**config.mk**
```make
export PLATFORM = sky130hd
export DESIGN_NAME = wb_uart_fanout_flat
export DESIGN_NICKNAME = d
export VERILOG_FILES = /design/src/rtl/wb_uart_fanout_pkg.sv /design/src/rtl/wb_uart_fanout_if.sv /design/src/rtl/wb_uart_fanout_watchdog.sv /design/src/rtl/wb_uart_fanout.sv /design/src/flat_wrapper.sv
export SDC_FILE = /design/constraint.sdc
export NUM_CORES = 1
export LEC_CHECK = 0
export ABC_AREA = 1
export BUFFER_PORTS_ARGS = -buffer_cell sky130_fd_sc_hd__clkbuf_2
export CAP_MARGIN = 20
export CORE_AREA = 2 2 113 115
export CTS_CLUSTER_DIAMETER = 150
export CTS_CLUSTER_SIZE = 14
export DETAILED_ROUTE_END_ITERATION = 7
export DIE_AREA = 0 0 115 117
export MAX_ROUTING_LAYER = met4
export PLACE_DENSITY_LB_ADDON = 0.15
export RECOVER_POWER = 100
export SLEW_MARGIN = 20
export SYNTH_ARGS = -nofsm -noshare
export SYNTH_HDL_FRONTEND = slang
export SYNTH_SLANG_ARGS = --single-unit
```
**constraint.sdc**
```tcl
create_clock -name wb_clk_i -period 4.6 [get_ports wb_clk_i]
set_clock_uncertainty 0.2 [all_clocks]
set_input_delay 0.92 -clock wb_clk_i [delete_from_list [all_inputs] [get_ports wb_clk_i]]
set_output_delay 0.92 -clock wb_clk_i [all_outputs]
set_load 0.005 [all_outputs]
```
**src/rtl/wb_uart_fanout_pkg.sv**
```systemverilog
// Shared types, local register map and helpers for the Wishbone UART fan-out.
package wb_uart_fanout_pkg;

   typedef enum logic [1:0] {
      ST_IDLE = 2'd0,
      ST_FWD  = 2'd1,
      ST_RESP = 2'd2
   } state_e;

   // Offsets inside the local register block
   localparam int unsigned REG_INT_MASK      = 32'd0;
   localparam int unsigned REG_INT_STATUS    = 32'd1;
   localparam int unsigned REG_TIMEOUT_COUNT = 32'd2;

   // Width of the saturating timeout event counter
   localparam int TO_CNT_W = 8;

   // Ceiling log2 with a floor of 1 bit, usable in parameter expressions
   function automatic int clog2(input int value);
      int res;
      res = 1;
      for (int i = 0; i < 31; i++) begin
         if ((32'sd1 <<< i) < value) begin
            res = i + 1;
         end else begin
            res = res;
         end
      end
      return res;
   endfunction

endpackage

```
**src/rtl/wb_uart_fanout_if.sv**
```systemverilog
// Master-side Wishbone bus bundle feeding the fan-out.
interface wb_uart_fanout_if #(
   parameter int DATA_WIDTH = 32
) ();
   logic                      wb_cyc_i;
   logic                      wb_stb_i;
   logic                      wb_we_i;
   logic [31:0]               wb_adr_i;
   logic [DATA_WIDTH/8-1:0]   wb_sel_i;
   logic [DATA_WIDTH-1:0]     wb_dat_i;
   logic [DATA_WIDTH-1:0]     wb_dat_o;
   logic                      wb_ack_o;
   logic                      wb_err_o;

   modport master (
      output wb_cyc_i, wb_stb_i, wb_we_i, wb_adr_i, wb_sel_i, wb_dat_i,
      input  wb_dat_o, wb_ack_o, wb_err_o
   );

   modport slave (
      input  wb_cyc_i, wb_stb_i, wb_we_i, wb_adr_i, wb_sel_i, wb_dat_i,
      output wb_dat_o, wb_ack_o, wb_err_o
   );
endinterface

```
**src/rtl/wb_uart_fanout_watchdog.sv**
```systemverilog
// Cycle timer that flags expiry once it has counted TIMEOUT_CYCLES-1 steps.
module wb_uart_fanout_watchdog
   import wb_uart_fanout_pkg::*;
#(
   parameter int TIMEOUT_CYCLES = 255
) (
   input  logic clk_i,
   input  logic rst_n_i,
   input  logic clr_i,
   input  logic en_i,
   output logic expire_o
);
   localparam int TW = clog2(TIMEOUT_CYCLES);

   logic [TW-1:0] tmr_q;
   logic [TW-1:0] tmr_d;

   // Next timer value: clear has priority over counting
   always_comb begin
      tmr_d = tmr_q;
      if (clr_i) begin
         tmr_d = {TW{1'b0}};
      end else if (en_i) begin
         tmr_d = tmr_q + {{(TW-1){1'b0}}, 1'b1};
      end else begin
         tmr_d = tmr_q;
      end
   end

   // Timer register
   always_ff @(posedge clk_i or negedge rst_n_i) begin
      if (!rst_n_i) begin
         tmr_q <= {TW{1'b0}};
      end else begin
         tmr_q <= tmr_d;
      end
   end

   assign expire_o = (tmr_q == TW'(TIMEOUT_CYCLES - 1));

endmodule

```
**src/rtl/wb_uart_fanout.sv**
```systemverilog
// Wishbone fan-out to NUM_CHANNELS UART channels with a local register bank,
// per-access timeout and masked interrupt aggregation.
module wb_uart_fanout
   import wb_uart_fanout_pkg::*;
#(
   parameter int NUM_CHANNELS   = 4,
   parameter int CH_ADDR_BITS   = 3,
   parameter int DATA_WIDTH     = 32,
   parameter int TIMEOUT_CYCLES = 255
) (
   input  logic                               wb_clk_i,
   input  logic                               wb_rst_n_i,
   wb_uart_fanout_if.slave                    wb,
   output logic [NUM_CHANNELS-1:0]            ch_cyc_o,
   output logic [NUM_CHANNELS-1:0]            ch_stb_o,
   output logic                               ch_we_o,
   output logic [CH_ADDR_BITS-1:0]            ch_adr_o,
   output logic [DATA_WIDTH/8-1:0]            ch_sel_o,
   output logic [DATA_WIDTH-1:0]              ch_dat_o,
   input  logic [NUM_CHANNELS*DATA_WIDTH-1:0] ch_dat_i,
   input  logic [NUM_CHANNELS-1:0]            ch_ack_i,
   input  logic [NUM_CHANNELS-1:0]            ch_int_i,
   output logic                               int_o
);
   localparam int CHW = clog2(NUM_CHANNELS + 1);
   localparam int SW  = DATA_WIDTH / 8;

   state_e                  state_q, state_d;
   logic [CHW-1:0]          idx_q, idx_d;
   logic [NUM_CHANNELS-1:0] ch_req_q, ch_req_d;
   logic                    ch_we_q, ch_we_d;
   logic [CH_ADDR_BITS-1:0] ch_adr_q, ch_adr_d;
   logic [SW-1:0]           ch_sel_q, ch_sel_d;
   logic [DATA_WIDTH-1:0]   ch_dat_q, ch_dat_d;
   logic                    ack_q, ack_d;
   logic                    err_q, err_d;
   logic [DATA_WIDTH-1:0]   dat_q, dat_d;
   logic [NUM_CHANNELS-1:0] mask_q, mask_d;
   logic [TO_CNT_W-1:0]     to_cnt_q, to_cnt_d;
   logic                    int_q;

   logic [CHW-1:0]          req_idx_s;
   logic [CH_ADDR_BITS-1:0] loc_off_s;
   logic                    ack_sel_s;
   logic [DATA_WIDTH-1:0]   ch_rdata_s;
   logic [NUM_CHANNELS-1:0] onehot_s;
   logic [DATA_WIDTH-1:0]   loc_rdata_s;
   logic                    tmr_clr_s, tmr_en_s, tmr_expire_s;
   logic                    unused_s;

   assign req_idx_s = wb.wb_adr_i[CH_ADDR_BITS +: CHW];
   assign loc_off_s = wb.wb_adr_i[CH_ADDR_BITS-1:0];
   // Address bits above the channel index are deliberately ignored
   assign unused_s  = ^wb.wb_adr_i[31:CH_ADDR_BITS+CHW];

   wb_uart_fanout_watchdog #(
      .TIMEOUT_CYCLES(TIMEOUT_CYCLES)
   ) u_watchdog (
      .clk_i   (wb_clk_i),
      .rst_n_i (wb_rst_n_i),
      .clr_i   (tmr_clr_s),
      .en_i    (tmr_en_s),
      .expire_o(tmr_expire_s)
   );

   // Select the active channel's ack/data and build the one-hot request strobe
   always_comb begin
      ack_sel_s  = 1'b0;
      ch_rdata_s = {DATA_WIDTH{1'b0}};
      onehot_s   = {NUM_CHANNELS{1'b0}};
      for (int k = 0; k < NUM_CHANNELS; k++) begin
         if (idx_q == CHW'(k)) begin
            ack_sel_s  = ch_ack_i[k];
            ch_rdata_s = ch_dat_i[k*DATA_WIDTH +: DATA_WIDTH];
         end else begin
         end
         if (req_idx_s == CHW'(k)) begin
            onehot_s[k] = 1'b1;
         end else begin
         end
      end
   end

   // Local register read mux; unmapped offsets read as zero
   always_comb begin
      loc_rdata_s = {DATA_WIDTH{1'b0}};
      case (loc_off_s)
         CH_ADDR_BITS'(REG_INT_MASK):      loc_rdata_s = DATA_WIDTH'(mask_q);
         CH_ADDR_BITS'(REG_INT_STATUS):    loc_rdata_s = DATA_WIDTH'(ch_int_i);
         CH_ADDR_BITS'(REG_TIMEOUT_COUNT): loc_rdata_s = DATA_WIDTH'(to_cnt_q);
         default:                          loc_rdata_s = {DATA_WIDTH{1'b0}};
      endcase
   end

   // Access FSM: decode, forward/local/error, one-cycle termination
   always_comb begin
      state_d   = state_q;
      idx_d     = idx_q;
      ch_req_d  = ch_req_q;
      ch_we_d   = ch_we_q;
      ch_adr_d  = ch_adr_q;
      ch_sel_d  = ch_sel_q;
      ch_dat_d  = ch_dat_q;
      ack_d     = 1'b0;
      err_d     = 1'b0;
      dat_d     = dat_q;
      mask_d    = mask_q;
      to_cnt_d  = to_cnt_q;
      tmr_clr_s = 1'b0;
      tmr_en_s  = 1'b0;
      case (state_q)
         ST_IDLE: begin
            if (wb.wb_cyc_i && wb.wb_stb_i) begin
               if (req_idx_s < CHW'(NUM_CHANNELS)) begin
                  state_d   = ST_FWD;
                  idx_d     = req_idx_s;
                  ch_req_d  = onehot_s;
                  ch_we_d   = wb.wb_we_i;
                  ch_adr_d  = loc_off_s;
                  ch_sel_d  = wb.wb_sel_i;
                  ch_dat_d  = wb.wb_dat_i;
                  tmr_clr_s = 1'b1;
               end else if (req_idx_s == CHW'(NUM_CHANNELS)) begin
                  state_d = ST_RESP;
                  ack_d   = 1'b1;
                  dat_d   = loc_rdata_s;
                  if (wb.wb_we_i && wb.wb_sel_i[0]) begin
                     if (loc_off_s == CH_ADDR_BITS'(REG_INT_MASK)) begin
                        mask_d = wb.wb_dat_i[NUM_CHANNELS-1:0];
                     end else if (loc_off_s == CH_ADDR_BITS'(REG_TIMEOUT_COUNT)) begin
                        to_cnt_d = {TO_CNT_W{1'b0}};
                     end else begin
                     end
                  end else begin
                  end
               end else begin
                  state_d = ST_RESP;
                  err_d   = 1'b1;
                  dat_d   = {DATA_WIDTH{1'b0}};
               end
            end else begin
            end
         end
         ST_FWD: begin
            if (!wb.wb_cyc_i) begin
               // Master abandoned the cycle: release the channel silently
               ch_req_d = {NUM_CHANNELS{1'b0}};
               state_d  = ST_IDLE;
            end else if (ack_sel_s) begin
               ch_req_d = {NUM_CHANNELS{1'b0}};
               dat_d    = ch_rdata_s;
               ack_d    = 1'b1;
               state_d  = ST_RESP;
            end else if (tmr_expire_s) begin
               ch_req_d = {NUM_CHANNELS{1'b0}};
               dat_d    = {DATA_WIDTH{1'b0}};
               err_d    = 1'b1;
               state_d  = ST_RESP;
               if (to_cnt_q != {TO_CNT_W{1'b1}}) begin
                  to_cnt_d = to_cnt_q + {{(TO_CNT_W-1){1'b0}}, 1'b1};
               end else begin
                  to_cnt_d = to_cnt_q;
               end
            end else begin
               tmr_en_s = 1'b1;
            end
         end
         ST_RESP: begin
            state_d = ST_IDLE;
         end
         default: begin
            state_d  = ST_IDLE;
            ch_req_d = {NUM_CHANNELS{1'b0}};
         end
      endcase
   end

   // State, channel-side, response and local register storage
   always_ff @(posedge wb_clk_i or negedge wb_rst_n_i) begin
      if (!wb_rst_n_i) begin
         state_q  <= ST_IDLE;
         idx_q    <= {CHW{1'b0}};
         ch_req_q <= {NUM_CHANNELS{1'b0}};
         ch_we_q  <= 1'b0;
         ch_adr_q <= {CH_ADDR_BITS{1'b0}};
         ch_sel_q <= {SW{1'b0}};
         ch_dat_q <= {DATA_WIDTH{1'b0}};
         ack_q    <= 1'b0;
         err_q    <= 1'b0;
         dat_q    <= {DATA_WIDTH{1'b0}};
         mask_q   <= {NUM_CHANNELS{1'b0}};
         to_cnt_q <= {TO_CNT_W{1'b0}};
      end else begin
         state_q  <= state_d;
         idx_q    <= idx_d;
         ch_req_q <= ch_req_d;
         ch_we_q  <= ch_we_d;
         ch_adr_q <= ch_adr_d;
         ch_sel_q <= ch_sel_d;
         ch_dat_q <= ch_dat_d;
         ack_q    <= ack_d;
         err_q    <= err_d;
         dat_q    <= dat_d;
         mask_q   <= mask_d;
         to_cnt_q <= to_cnt_d;
      end
   end

   // Registered masked interrupt aggregate
   always_ff @(posedge wb_clk_i or negedge wb_rst_n_i) begin
      if (!wb_rst_n_i) begin
         int_q <= 1'b0;
      end else begin
         int_q <= |(ch_int_i & mask_q);
      end
   end

   assign ch_cyc_o    = ch_req_q;
   assign ch_stb_o    = ch_req_q;
   assign ch_we_o     = ch_we_q;
   assign ch_adr_o    = ch_adr_q;
   assign ch_sel_o    = ch_sel_q;
   assign ch_dat_o    = ch_dat_q;
   assign wb.wb_ack_o = ack_q;
   assign wb.wb_err_o = err_q;
   assign wb.wb_dat_o = dat_q;
   assign int_o       = int_q;

endmodule
```
**src/flat_wrapper.sv**
```systemverilog
// flat-port wrapper written by rule: the top's interface ports become plain ports
module wb_uart_fanout_flat import wb_uart_fanout_pkg::*;
#(
   parameter int NUM_CHANNELS   = 4,
   parameter int CH_ADDR_BITS   = 3,
   parameter int DATA_WIDTH     = 32,
   parameter int TIMEOUT_CYCLES = 255
)
  (wb_clk_i, wb_rst_n_i, ch_cyc_o, ch_stb_o, ch_we_o, ch_adr_o, ch_sel_o, ch_dat_o, ch_dat_i, ch_ack_i, ch_int_i, int_o, wb_wb_cyc_i, wb_wb_stb_i, wb_wb_we_i, wb_wb_adr_i, wb_wb_sel_i, wb_wb_dat_i, wb_wb_dat_o, wb_wb_ack_o, wb_wb_err_o);
  wb_uart_fanout_if #(.DATA_WIDTH(DATA_WIDTH)) wb_i ();
  input  logic wb_clk_i;
  input  logic wb_rst_n_i;
  output logic [NUM_CHANNELS-1:0] ch_cyc_o;
  output logic [NUM_CHANNELS-1:0] ch_stb_o;
  output logic ch_we_o;
  output logic [CH_ADDR_BITS-1:0] ch_adr_o;
  output logic [DATA_WIDTH/8-1:0] ch_sel_o;
  output logic [DATA_WIDTH-1:0] ch_dat_o;
  input  logic [NUM_CHANNELS*DATA_WIDTH-1:0] ch_dat_i;
  input  logic [NUM_CHANNELS-1:0] ch_ack_i;
  input  logic [NUM_CHANNELS-1:0] ch_int_i;
  output logic int_o;
  input wire logic [$bits(wb_i.wb_cyc_i)-1:0] wb_wb_cyc_i;
  input wire logic [$bits(wb_i.wb_stb_i)-1:0] wb_wb_stb_i;
  input wire logic [$bits(wb_i.wb_we_i)-1:0] wb_wb_we_i;
  input wire logic [$bits(wb_i.wb_adr_i)-1:0] wb_wb_adr_i;
  input wire logic [$bits(wb_i.wb_sel_i)-1:0] wb_wb_sel_i;
  input wire logic [$bits(wb_i.wb_dat_i)-1:0] wb_wb_dat_i;
  output wire logic [$bits(wb_i.wb_dat_o)-1:0] wb_wb_dat_o;
  output wire logic [$bits(wb_i.wb_ack_o)-1:0] wb_wb_ack_o;
  output wire logic [$bits(wb_i.wb_err_o)-1:0] wb_wb_err_o;
  assign wb_i.wb_cyc_i = wb_wb_cyc_i;
  assign wb_i.wb_stb_i = wb_wb_stb_i;
  assign wb_i.wb_we_i = wb_wb_we_i;
  assign wb_i.wb_adr_i = wb_wb_adr_i;
  assign wb_i.wb_sel_i = wb_wb_sel_i;
  assign wb_i.wb_dat_i = wb_wb_dat_i;
  assign wb_wb_dat_o = wb_i.wb_dat_o;
  assign wb_wb_ack_o = wb_i.wb_ack_o;
  assign wb_wb_err_o = wb_i.wb_err_o;
  wb_uart_fanout #(.NUM_CHANNELS(NUM_CHANNELS), .CH_ADDR_BITS(CH_ADDR_BITS), .DATA_WIDTH(DATA_WIDTH), .TIMEOUT_CYCLES(TIMEOUT_CYCLES)) u_core (.wb_clk_i(wb_clk_i), .wb_rst_n_i(wb_rst_n_i), .wb(wb_i), .ch_cyc_o(ch_cyc_o), .ch_stb_o(ch_stb_o), .ch_we_o(ch_we_o), .ch_adr_o(ch_adr_o), .ch_sel_o(ch_sel_o), .ch_dat_o(ch_dat_o), .ch_dat_i(ch_dat_i), .ch_ack_i(ch_ack_i), .ch_int_i(ch_int_i), .int_o(int_o));
endmodule
```
-- Yosys cells after proc, flatten, opt, wreduce, memory -nomap -nowiden
Index checks and enable logic that the tools add are counted.
- register bits: 104
- input bits: 209
- logic and storage cells: 126
- add/sub/neg operators: 2
- order comparisons: 1
- equality and inequality tests: 26
- mux-type cells: 65
- bitwise gates (word level): 3
- reductions and logical operators: 15
- operators with widths (cell ; number):
    $mux 32 ; 9
    $mux 8 ; 13
    $pmux 32 s2 ; 1
    $mux 1 ; 26
    $pmux 8 s3 ; 1
    $mux 4 ; 5
    $add 8x1->8 const B ; 2
    $pmux 8 s2 ; 1
    $eq 3x2->1 const B ; 5
    $ne 2x1->1 const B ; 7
    $pmux 4 s3 ; 1
    $reduce_and 11->1 ; 1
    $mux 2 ; 5
    $eq 3x1->1 const B ; 3
    $logic_not 3->1 ; 3
    $eq 8x8->1 const B ; 1
    $ne 2x2->1 const B ; 4
    $ne 8x8->1 const B ; 1
    $reduce_and 6->1 ; 1
    $reduce_and 5->1 ; 1
    $and 4x4->4 ; 1
    $ne 4x2->1 const B ; 1
    $pmux 1 s2 ; 2
    $pmux 2 s2 ; 1
    other kinds (13) ; 16

-- Depth between registers and ports, before layout
Gate-level depths: netlist of run 1.
- depth after elaboration: 10
- depth in mapped cells: 12
- gate-level depth less buffers: 11

-- Hierarchy
A second synthesis of run 1 with hierarchy kept.
- cell total of the unflattened synthesis: 859
- area, all modules: 5989.5 um^2
- modules (own cells, without submodules) (module ; times used ; cells an instance ; area each (um^2) ; sequential area each (um^2)):
    wb_uart_fanout ; 1 ; 801 ; 5530.3 ; 2402.3
    wb_uart_fanout_watchdog ; 1 ; 58 ; 459.2 ; 200.2

-- Worst setup path before layout of run 1
Ideal clock, no wire load.
- path type: input to register
- start: in wb_wb_cyc_i
- end: reg u_core.dat_q[19] (netlist: u_core.wb.wb_dat_o[19])
- library setup time: 0.122 ns
- arrival: 1.991 ns
- required time: 4.278 ns
- slack: 2.287 ns
- stages on the path: 9
- path through: nand2_1 nor2_2 nor2_1 nor2_2 a21boi_1 buf_4 buf_6 nand3_1 o21ai_1
- cells in the longest elaborated chain, start to end: 3
- ends and longest elaborated chain (what ; line ; source):
    start: declaration ; flat_wrapper.sv:23 ; input wire logic [$bits(wb_i.wb_cyc_i)-1:0] wb_wb_cyc_i;
    $logic_and 1x1->1 ; wb_uart_fanout.sv:113 ; if (wb.wb_cyc_i && wb.wb_stb_i) begin
    $ne 2x1->1 (no line) ; - ;
    $reduce_and 5->1 (no line) (*) ; - ;
    end signal: assignment ; wb_uart_fanout.sv:190 ; dat_q <= {DATA_WIDTH{1'b0}};
    end signal: assignment ; wb_uart_fanout.sv:203 ; dat_q <= dat_d;
    end: declaration ; wb_uart_fanout.sv:37 ; logic [DATA_WIDTH-1:0] dat_q, dat_d;
Mark *: on every way between the ends. The rest lies on a longest branch, timed or not.
A chain may end at the register's enable or synchronous reset.

-- Worst setup path in the final report of run 1
- start: in wb_wb_cyc_i
- end: reg u_core.u_watchdog.tmr_q[3]
- cells in the longest elaborated chain, start to end: 4
- ends and longest elaborated chain (what ; line ; source):
    $logic_and 1x1->1 ; wb_uart_fanout.sv:113 ;
    $mux 1 ; wb_uart_fanout.sv:113 ;
    $mux 1 ; wb_uart_fanout.sv:111 ; case (state_q)
    $mux 8 / $reduce_bool 2->1 (equally long branches) ; - ;
    end signal: assignment ; wb_uart_fanout_watchdog.sv:33 ; tmr_q <= {TW{1'b0}};
    end signal: assignment ; wb_uart_fanout_watchdog.sv:35 ; tmr_q <= tmr_d;
    end: declaration ; wb_uart_fanout_watchdog.sv:15 ; logic [TW-1:0] tmr_q;
Several ways; a longest one is shown, not always the timed one.

==> results of run 1 <==
==> metal layers <==
layer  track usage [%]  routed length, um  up-vias
li1                  -                  -     2930
met1              32.2               7140     2645
met2              39.1               7820      225
met3              5.92               1270       28
met4              6.91                366        0
met5                 -                  0        -
==> cells in the mapped netlist, types with 3 or more instances <==
library cell / count
buf_2: 9
a21oi_1: 10
xor2_1: 6
ha_1: 3
o22ai_1: 5
clkbuf_1: 21
nor3_1: 5
dfrtp_1: 104
buf_4: 6
nor2_1: 59
inv_1: 35
inv_2: 9
o21bai_1: 6
nor3b_1: 3
or2_2: 9
nand3_1: 59
o21ai_0: 27
nand2_1: 306
o211ai_1: 4
nand4_1: 29
o21ai_1: 21
o31ai_1: 8
==> power by group through the flow <==
stage / Combinational [uW] / Sequential (uW) / Clock [uW]
final: 912 / 1230 / 799
after global routing: 1040 / 1260 / 866
after CTS: 957 / 1230 / 815
after detailed placement: 955 / 1240 / 0
after global placement: 943 / 1240 / 0
after floorplan: 549 / 1240 / 0
==> final timing paths <==
path / start / to / slack [ns]
min in group asynchronous: wb_rst_n_i / u_core.wb.wb_dat_o[21] / 1.10
hold reg to reg: u_core.ch_adr_o[2] / u_core.ch_adr_o[2] / 0.27
max in group asynchronous: wb_rst_n_i / u_core.wb.wb_dat_o[2] / 1.63
setup reg to reg: u_core.state_q[1] / u_core.wb.wb_dat_o[2] / 1.51
setup / recovery: wb_wb_cyc_i / u_core.u_watchdog.tmr_q[3] / 1.39
hold / removal: u_core.ch_adr_o[2] / u_core.ch_adr_o[2] / 0.27
==> final cells by class <==
cell class | count | share of cell area (%)
Inverter | 46 | 2.42
Timing Repair Buffer | 272 | 18.2
Multi-Input combinational cell | 570 | 36.0
Sequential cell | 104 | 36.4
Tap cell | 150 | 2.63
Clock buffer | 10 | 3.35
Clock inverter | 6 | 0.981
==> through the flow <==
stage / power [uW] / instance area (um^2)
finish: 2940 / 7140
global route: 3160 / 7140
CTS: 3000 / 7250
detailed placement: 2200 / 6940
global placement: 2180 / 6940
floorplan: 1780 / 5540
==> flip-flops by register name, indices dropped and copies added, names as in the netlist, 2 cells and up <==
name	count
u_core.mask_q	4
u_core.ch_adr_o	3
u_core.idx_q	3
u_core.state_q	2
u_core.ch_cyc_o	4
u_core.ch_dat_o	32
u_core.to_cnt_q	8
u_core.wb.wb_dat_o	32
u_core.ch_sel_o	4
u_core.u_watchdog.tmr_q	8
==> cell families (layout without fill, tap and decap cells) <==
family,after synthesis,after routing
simple gates,476,476
fa+ha+maj,3,3
flops,104,104
buf+inv,83,334
compound gates,83,83
xor+xnor,8,8
==> worst min-delay path: stages, from the launching register on <==
cell,delay [ns]
dfrtp_1,0.35
nand2_1,0.05
nand2_1,0.05
==> run_results.csv, run 1 <==
group,metric,value,unit
worst_setup_path,worst-r2r-cell-count,8,
pwr,net-switching-power,1050,uW
routing,route.detailed.vias_per_inst,5.03,
timing,timing.final.crit_period,3.21,ns
finish,most_common_cell_after_layout_fill_and_taps_aside,"nand2_1",
cts,post_cts_resized,0,
cts,cts_buffer_depth,2,
cts,cts_made_buffers,9,
synth,synthDominantAreaCellType,"dfrtp_1",
timing,fmax,312,MHz
cts,tritoncts,"yes",
finish,layout.area.seq,0.00260,mm^2
cts,cts_hold_repair.buffers,0,
synth,synth_top_family_by_area,"simple AND/OR/NAND/NOR gates",
floorplanning,y_dimension_of_the_die,117,um
cts,clk_pin_slew_worst_paths,0.07,ns
pwr,sw_frac_of_total,35.7,%
global_route,number_of_antenna_violations_at_the_first_check_in_global_routing,0,
floorplanning,num_rows,41,
worst_setup_path,cp_cell_sequence,"clkbuf_1 -> nand2_1 -> nor2_1 -> inv_1 -> nor2_1 -> clkbuf_1 -> o31ai_1",
pwr,static-leakage-power,0.00380,uW
finish,layout.core_utilization,58.0,%
routing,number_of_iterations_in_the_first_detailed_routing_pass,5,
worst_setup_path,cp.required,4.55,ns
cts,postCtsSetupRepairBufs,0,
worst_setup_path,crit_path_end_kind,"flop",
synth,ys.flop_type,"dfrtp_1",
global_route,wire_length_of_the_first_global_routing_pass,25400,um
routing,detail-route-antenna-nets,0,
synth,ys_top_cells_by_area,"dfrtp_1 47%, nand2_1 21%, nand3_1 5.3%",
synth,synthesis.nets,969,
floorplanning,start_util,45.0,%
placed_design,port-buffer-count,265,
routing,dr_total_vias,5828,
global_route,grt_start_max_net_pins,52,
min_path,min_path_type,"flop to flop",
placed_design,half_perimeter_wire_length_of_the_detailed_placement_result,12600,um
global_route,track_usage,24.7,%
worst_setup_path,timing_worst_setup_path_type,"input port to flop",
floorplanning,io_pins,292,
synth,avgSynthCellArea,7.31,um^2
routing,drt_iter0_markers,301,
synth,yosys.area_share.simple,36.1,%
finish,layout-drive-gt1-share,24.0,%
synth,synth_xor_area_share,1.27,%
timing,setup_total_negative_slack,0,ns
synth,netlist_area_before_placement,0.00554,mm^2
finish,design.final.nets,1215,
timing,relSlewSlack,-61.0,%
synth,synth_edf_count,0,
synth,yosysSeqAreaShare,47.0,%
placed_design,placement.setup.worst_slack,1.60,ns
cts,worst_skew_pair.late_latency,0.34,ns
worst_setup_path,crit_arrival,3.16,ns
cts,clockRootBuffer,"clkbuf_16",
worst_setup_path,max_stage_delay,1.28,ns
pwr,irDropWorstVdd,0.000230,V
synth,asr_flop_ratio_synth,100,%
timing,timing.final.crit_share,69.7,%
worst_setup_path,timing.critical_path.fanout_max,41,
status,run_status,"finished with violations",
placed_design,placed_cells_incl_taps,1142,
floorplanning,die-area,0.0135,mm^2
pwr,p_clk_share,27.2,%
routing,remaining_drc_errors,0,
pwr,cellPowerDensity,411,mW/mm^2
worst_setup_path,path_buf_inv,3,
worst_setup_path,worstSetupPathDepth,7,
timing,grt_setup_unrepaired,"no",
global_route,global_route.overflow_total,0,
floorplanning,fp.coreArea,0.0123,mm^2
cts,clock_sinks,104,
floorplanning,die-width,115,um
cts,h-tree-depth,3,
min_path,hold-path-cell-count,2,
finish,count_of_antenna_diodes_in_the_layout,0,
status,violations,"capacitance limit, slew limit",
timing,layout_setup_ws,1.39,ns
synth,synth.ff_latch_count,104,
synth,netlist.area_leader.share,47.0,%
pwr,combPwrFrac,31.0,%
finish,finalNonFillerCells,1158,
global_route,first_global_vias,5155,
timing,setup_viol,0,
synth,muxShareOfSynthArea,0,%
timing,final_worst_hold_slack,0.271,ns
routing,route.detailed.wl_per_inst,14.3,um
job,cap_violations,3,
synth,synth.distinct_cells,31,
worst_setup_path,cp_slowest_cell,"clkbuf_1",
worst_setup_path,startpoint_type,"input port",
finish,final_cell_mix,"307 x nand2_1, 204 x clkbuf_2, 104 x dfrtp_1, 62 x clkbuf_1",
timing,report.final.hold_viol_count,0,
pwr,p_int,1890,uW
synth,ys_warn_count,0,
synth,synth-compound-area-share,8.54,%
finish,synthToLayoutAreaGrowth,29.1,%
synth,yosys.area_share.adder,0.678,%
placed_design,place_congestion,0.891,
synth,synth_cells,757,
finish,multi_input_area,0.00257,mm^2
worst_setup_path,critPathTopFamily,"buffers and inverters",
timing,timing.final.max_slew_violations,87,
timing,worstMarginPinSlew,2.42,ns
finish,layout.filler_cells,1238,
routing,wl,16600,um
pwr,share_seq_of_total_power,41.8,%
(Power assumes the default switching activity.)
==> run 2, diff against run 1 <==
Settings changed: ABC_AREA 1 to 0.
Clock period 4.6 ns to 3.1 ns, I/O delays scaled along.
==> run 2 against run 1 <==
The flow now finishes without violations. First-iteration DRC count shrank 20%. Clock-buffer cell count grew 2. Power grew 33%. Setup slack lost 0.93 ns. Final cell count shrank 15%. Utilization grew 0.64 points. Area after synthesis grew 0.23%. Critical path depth shrank 1. Clock power grew 40%. Via count shrank 10%. Non-clock buffer count grew 5. Critical endpoint is now u_core.to_cnt_q[0]. Largest power group unchanged.
==> run_results.csv, run 2 <==
group,metric,value,unit
status,run_status,"finished, final reports clean",
synth,synthesis.nets,798,
cts,tritoncts,"yes",
pwr,cellPowerDensity,540,mW/mm^2
synth,synth_edf_count,0,
timing,report.final.hold_viol_count,0,
routing,remaining_drc_errors,0,
synth,ys_top_cells_by_area,"dfrtp_1 47%, mux2_2 13%, nand2_1 11%",
worst_setup_path,timing.critical_path.fanout_max,13,
timing,grt_setup_unrepaired,"no",
cts,cts_buffer_depth,2,
floorplanning,y_dimension_of_the_die,117,um
global_route,first_global_vias,5022,
cts,cts_made_buffers,9,
synth,synth_cells,586,
pwr,p_clk_share,28.8,%
finish,layout-drive-gt1-share,37.7,%
routing,dr_total_vias,5220,
timing,fmax,378,MHz
pwr,sw_frac_of_total,30.4,%
floorplanning,fp.coreArea,0.0123,mm^2
timing,timing.final.crit_period,2.64,ns
timing,final_worst_hold_slack,0.266,ns
routing,drt_iter0_markers,242,
synth,asr_flop_ratio_synth,100,%
placed_design,port-buffer-count,265,
placed_design,half_perimeter_wire_length_of_the_detailed_placement_result,12000,um
global_route,number_of_antenna_violations_at_the_first_check_in_global_routing,1,
cts,h-tree-depth,3,
routing,route.detailed.wl_per_inst,16.0,um
cts,cts_hold_repair.buffers,0,
timing,timing.final.crit_share,85.2,%
worst_setup_path,timing_worst_setup_path_type,"flop to flop",
synth,synth.top_cells.by_count,"160 x nand2_1, 104 x dfrtp_1, 65 x mux2_2",
timing,setup_total_negative_slack,0,ns
worst_setup_path,crit_path_end_kind,"flop",
timing,relSlewSlack,7.44,%
routing,wl,15800,um
placed_design,place_congestion,0.810,
synth,yosysSeqAreaShare,46.9,%
synth,leading_cell_type_by_number_of_instances_after_synthesis,"nand2_1",
pwr,net-switching-power,1190,uW
floorplanning,io_pins,292,
pwr,share_seq_of_total_power,43.5,%
finish,layout.filler_cells,1123,
timing,worstMarginPinSlew,1.39,ns
pwr,irDropWorstVdd,0.000280,V
global_route,wire_length_of_the_first_global_routing_pass,24400,um
finish,final_cell_mix,"218 x clkbuf_2, 160 x nand2_1, 103 x dfrtp_1, 65 x mux2_2, 51 x clkbuf_1",
worst_setup_path,crit_arrival,2.66,ns
worst_setup_path,cp.required,3.12,ns
worst_setup_path,startpoint_type,"flop",
global_route,track_usage,24.0,%
cts,clk_pin_slew_worst_paths,0.07,ns
pwr,p_int,2720,uW
floorplanning,die-area,0.0135,mm^2
routing,number_of_iterations_in_the_first_detailed_routing_pass,5,
synth,ys_warn_count,0,
min_path,hold-path-cell-count,3,
floorplanning,num_rows,41,
cts,postCtsSetupRepairBufs,0,
synth,synth.ff_latch_count,104,
finish,most_common_cell_after_layout_fill_and_taps_aside,"clkbuf_2",
synth,ys.flop_type,"dfrtp_1",
finish,design.final.nets,1044,
worst_setup_path,worst-r2r-cell-count,6,
finish,synthToLayoutAreaGrowth,30.2,%
floorplanning,start_util,45.1,%
pwr,combPwrFrac,27.7,%
timing,setup_viol,0,
synth,synthDominantAreaCellType,"dfrtp_1",
floorplanning,die-width,115,um
cts,clock_sinks,104,
cts,post_cts_resized,0,
pwr,static-leakage-power,0.00363,uW
routing,route.detailed.vias_per_inst,5.29,
synth,synth.distinct_cells,44,
min_path,min_path_type,"input port to flop",
routing,detail-route-antenna-nets,0,
global_route,grt_start_max_net_pins,105,
synth,netlist_area_before_placement,0.00555,mm^2
global_route,global_route.overflow_total,0,
job,cap_violations,0,
timing,timing.final.max_slew_violations,0,
cts,worst_skew_pair.late_latency,0.34,ns
synth,avgSynthCellArea,9.47,um^2
synth,netlist.area_leader.share,46.9,%
cts,clockRootBuffer,"clkbuf_16",
run 2: cell types whose count changed after synthesis, moves of 8 or more:
cell,before,now
nand4_1,29,7
nand3_1,59,10
o21ai_0,27,13
inv_1,35,6
clkbuf_1,21,31
o21ai_1,21,0
inv_2,9,0
o31ai_1,8,28
mux2_2,0,65
mux2i_1,0,8
nor2_1,59,16
nand2_1,306,160
o22ai_1,5,34
buf_2,9,1
run 2: worst max-delay path: stages (launching register included):
cell and delay [ns]:
dfrtp_1 0.60, nand2b_1 0.39, o22a_1 0.29, a21oi_1 0.16, clkbuf_1 0.39, nor3b_1 0.16, mux2_1 0.33
run 2: path summary, 6_finish.rpt:
kind                                            end           startpoint  slack [ns]
worst max-delay path             u_core.to_cnt_q[0]      u_core.idx_q[1]        0.46
worst min-delay path             u_core.ch_sel_o[1]       wb_wb_sel_i[1]        0.27
worst max register to register   u_core.to_cnt_q[0]      u_core.idx_q[1]        0.46
worst min register to register  u_core.ch_dat_o[29]  u_core.ch_dat_o[29]        0.28
max in group asynchronous           u_core.idx_q[0]           wb_rst_n_i        1.21
min in group asynchronous       u_core.ch_dat_o[22]           wb_rst_n_i        0.53
run 2: cells by family after synthesis:
kind of cell | synth area share (%)
flops | 46.9
mux | 15.2
fa+ha+maj | 0.677
buf+inv | 3.54
compound gates | 14.5
xor+xnor | 0.316
simple gates | 18.8
run 2: stage by stage:
stage	power [uW]	util [%]	instance area (um^2)	instances	worst slack [ns]
CTS	3970	59.4	7320	986	0.521
global placement	2810	57.1	7030	971	0.395
floorplan	2370	-	5550	586	0.618
detailed placement	2840	57.1	7030	971	0.353
finish	3900	58.7	7220	987	0.458
global route	4140	58.7	7220	987	0.209
run 2: routing by layer:
metal / up-vias / global-route usage, % / routed length [um]
met5: - / - / 0
met4: 0 / 7.39 / 282
met3: 18 / 5.25 / 1020
met2: 194 / 41.3 / 8020
met1: 2436 / 28.2 / 6520
li1: 2572 / - / -
run 2: cell type report:
class                   instances  area, um^2  area share [%]
inverters                       6        22.5           0.312
flip-flops and latches        104        2600            36.0
repair buffers                277        1360            18.8
clock inverters                 3        42.5           0.589
multi-input cells             434        2760            38.2
clock buffers                  12         246            3.41
well taps                     150         188            2.60
diodes                          1        2.50          0.0346
run 2: power groups by stage:
| stage | combinational (uW) | clock [uW] | sequential, uW |
|---|---|---|---|
| 2_1_floorplan | 687 | 0 | 1680 |
| 3_3_place_gp | 1100 | 0 | 1710 |
| 3_5_place_dp | 1130 | 0 | 1720 |
| 4_1_cts | 1120 | 1150 | 1700 |
| 5_1_grt | 1220 | 1200 | 1730 |
| 6_report | 1080 | 1120 | 1700 |
==> run 3, diff against run 2 <==
Settings changed: CTS_CLUSTER_DIAMETER 150 to default, RECOVER_POWER 100 to default.
==> run 3 against run 2 <==
Fmax increased by 3.3%. First-iteration DRC count up 12%. Final cell count unchanged. Power grew 0.77%. Non-clock buffer count stayed put. Clock-buffer cell count stayed put. Via count is 0.50% higher.
==> run_results.csv, run 3 (same netlist as run 2, synthesis figures left out) <==
group,metric,value,unit
status,run_status,"finished, final reports clean",
finish,layout.filler_cells,1101,
cts,cts_hold_repair.buffers,0,
worst_setup_path,cp.required,3.13,ns
worst_setup_path,r2r_start,"u_core.idx_q[1]",
timing,timing.final.crit_period,2.56,ns
finish,most_common_cell_after_layout_fill_and_taps_aside,"clkbuf_2",
worst_setup_path,startpoint_type,"flop",
worst_setup_path,crit_path_end_kind,"flop",
routing,wl,15900,um
floorplanning,die-area,0.0135,mm^2
worst_setup_path,timing.critical_path.fanout_max,12,
worst_setup_path,r2r-end,"u_core.ch_cyc_o[1]",
timing,timing.final.crit_share,82.5,%
worst_setup_path,max_stage_delay,0.60,ns
global_route,global_route.overflow_total,0,
placed_design,placed_cells_incl_taps,971,
floorplanning,die-width,115,um
routing,dr_total_vias,5246,
worst_setup_path,path_buf_inv,0,
routing,drt_iter0_markers,272,
floorplanning,start_util,45.1,%
global_route,track_usage,24.0,%
finish,design.final.nets,1044,
timing,worstMarginPinSlew,0.867,ns
global_route,number_of_antenna_violations_at_the_first_check_in_global_routing,1,
worst_setup_path,crit_arrival,2.58,ns
worst_setup_path,r2r_slack,0.54,ns
finish,finalNonFillerCells,987,
pwr,cellPowerDensity,537,mW/mm^2
timing,fmax,391,MHz
floorplanning,y_dimension_of_the_die,117,um
placed_design,port-buffer-count,265,
cts,worst_skew_pair.late_latency,0.34,ns
worst_setup_path,timing_worst_setup_path_type,"flop to flop",
cts,postCtsSetupRepairBufs,0,
min_path,min_path_type,"input port to async pin",
cts,cts_buffer_depth,2,
cts,h-tree-depth,3,
finish,layout-drive-gt1-share,43.8,%
routing,remaining_drc_errors,0,
timing,setup_viol,0,
cts,clk_pin_slew_worst_paths,0.07,ns
timing,grt_setup_unrepaired,"no",
worst_setup_path,worst-r2r-cell-count,5,
global_route,wire_length_of_the_first_global_routing_pass,24400,um
timing,setup_total_negative_slack,0,ns
pwr,static-leakage-power,0.00380,uW
cts,tritoncts,"yes",
routing,route.detailed.vias_per_inst,5.32,
worst_setup_path,cp_slowest_cell,"dfrtp_1",
finish,final_cell_mix,"264 x clkbuf_2, 160 x nand2_1, 103 x dfrtp_1, 65 x mux2_2, 34 x o22ai_1",
cts,post_cts_resized,0,
timing,relSlewSlack,42.2,%
pwr,irDropWorstVdd,0.000282,V
routing,detail-route-antenna-nets,0,
routing,number_of_iterations_in_the_first_detailed_routing_pass,5,
timing,report.final.hold_viol_count,0,
floorplanning,fp.coreArea,0.0123,mm^2
cts,cts_made_buffers,9,
timing,timing.final.max_slew_violations,0,
cts,clock_sinks,104,
global_route,grt_start_max_net_pins,105,
worst_setup_path,critPathTopFamily,"simple AND/OR/NAND/NOR gates",
global_route,first_global_vias,5022,
floorplanning,num_rows,41,
floorplanning,io_pins,292,
placed_design,place_congestion,0.810,
cts,clockRootBuffer,"clkbuf_16",
job,cap_violations,0,
worst_setup_path,cp_cell_sequence,"nand2b_1 -> o22a_1 -> nand3_1 -> o21a_1 -> mux2_2",
finish,synthToLayoutAreaGrowth,31.9,%
placed_design,half_perimeter_wire_length_of_the_detailed_placement_result,12000,um
routing,route.detailed.wl_per_inst,16.1,um
==> run 3: cell types whose count changed in the layout (fill, tap and decap cells not counted), sizes merged <==
cell and delta:
clkbuf -5, buf +5
==> run 3: layer usage <==
layer  vias up  track usage (%)  routed length, um
met5         -                -                  0
met4         0             7.39                327
met3        20             5.25               1020
met2       193             41.3               7960
met1      2466             28.2               6560
li1       2567                -                  -
==> run 3: worst max-delay path by stage <==
stage          slack, ns            endpoint  depth (start not counted)       startpoint
3_5_place_dp        0.35  u_core.to_cnt_q[5]                          6   wb_wb_adr_i[5]
6_report            0.54  u_core.ch_cyc_o[1]                          5  u_core.idx_q[1]
2_1_floorplan       0.62  u_core.to_cnt_q[0]                          4   wb_wb_adr_i[2]
3_3_place_gp        0.39  u_core.to_cnt_q[0]                          5   wb_wb_adr_i[3]
4_1_cts             0.52  u_core.ch_cyc_o[2]                          5  u_core.idx_q[1]
5_1_grt             0.33  u_core.ch_cyc_o[2]                          5  u_core.idx_q[1]
==> run 3: report_power, final <==
group	switching, uW	total [uW]	leakage, uW	internal (uW)
combinational	550	1110	0.00228	560
clock	480	1120	0.000139	643
sequential	159	1700	0.00138	1540
==> run 3: stage by stage <==
stage               power (uW)  setup WS, ns  area, um^2  hold slack [ns]  util [%]
floorplan                 2370         0.618        5550            0.124         -
global placement          2810         0.395        7030            0.256      57.1
detailed placement        2840         0.353        7030            0.263      57.1
CTS                       3970         0.521        7320            0.170      59.4
global route              4170         0.333        7320            0.182      59.5
finish                    3930         0.543        7320            0.135      59.5
==> run 3: final cells by class <==
cell class / instances / area (um^2) / share of cell area (%)
inverter: 6 / 22.5 / 0.308
sequential: 104 / 2600 / 35.6
antenna: 1 / 2.50 / 0.0342
clock inverter: 3 / 42.5 / 0.581
tap: 150 / 188 / 2.56
multi-input combinational: 434 / 2770 / 37.8
clock buffer: 12 / 246 / 3.37
timing repair buffer: 277 / 1440 / 19.7
==> run 3: worst register-to-register path, stage by stage (launching register included) <==
cell and delay, ns:
dfrtp_1 0.60, nand2b_1 0.39, o22a_1 0.29, nand3_1 0.30, o21a_1 0.30, mux2_2 0.36
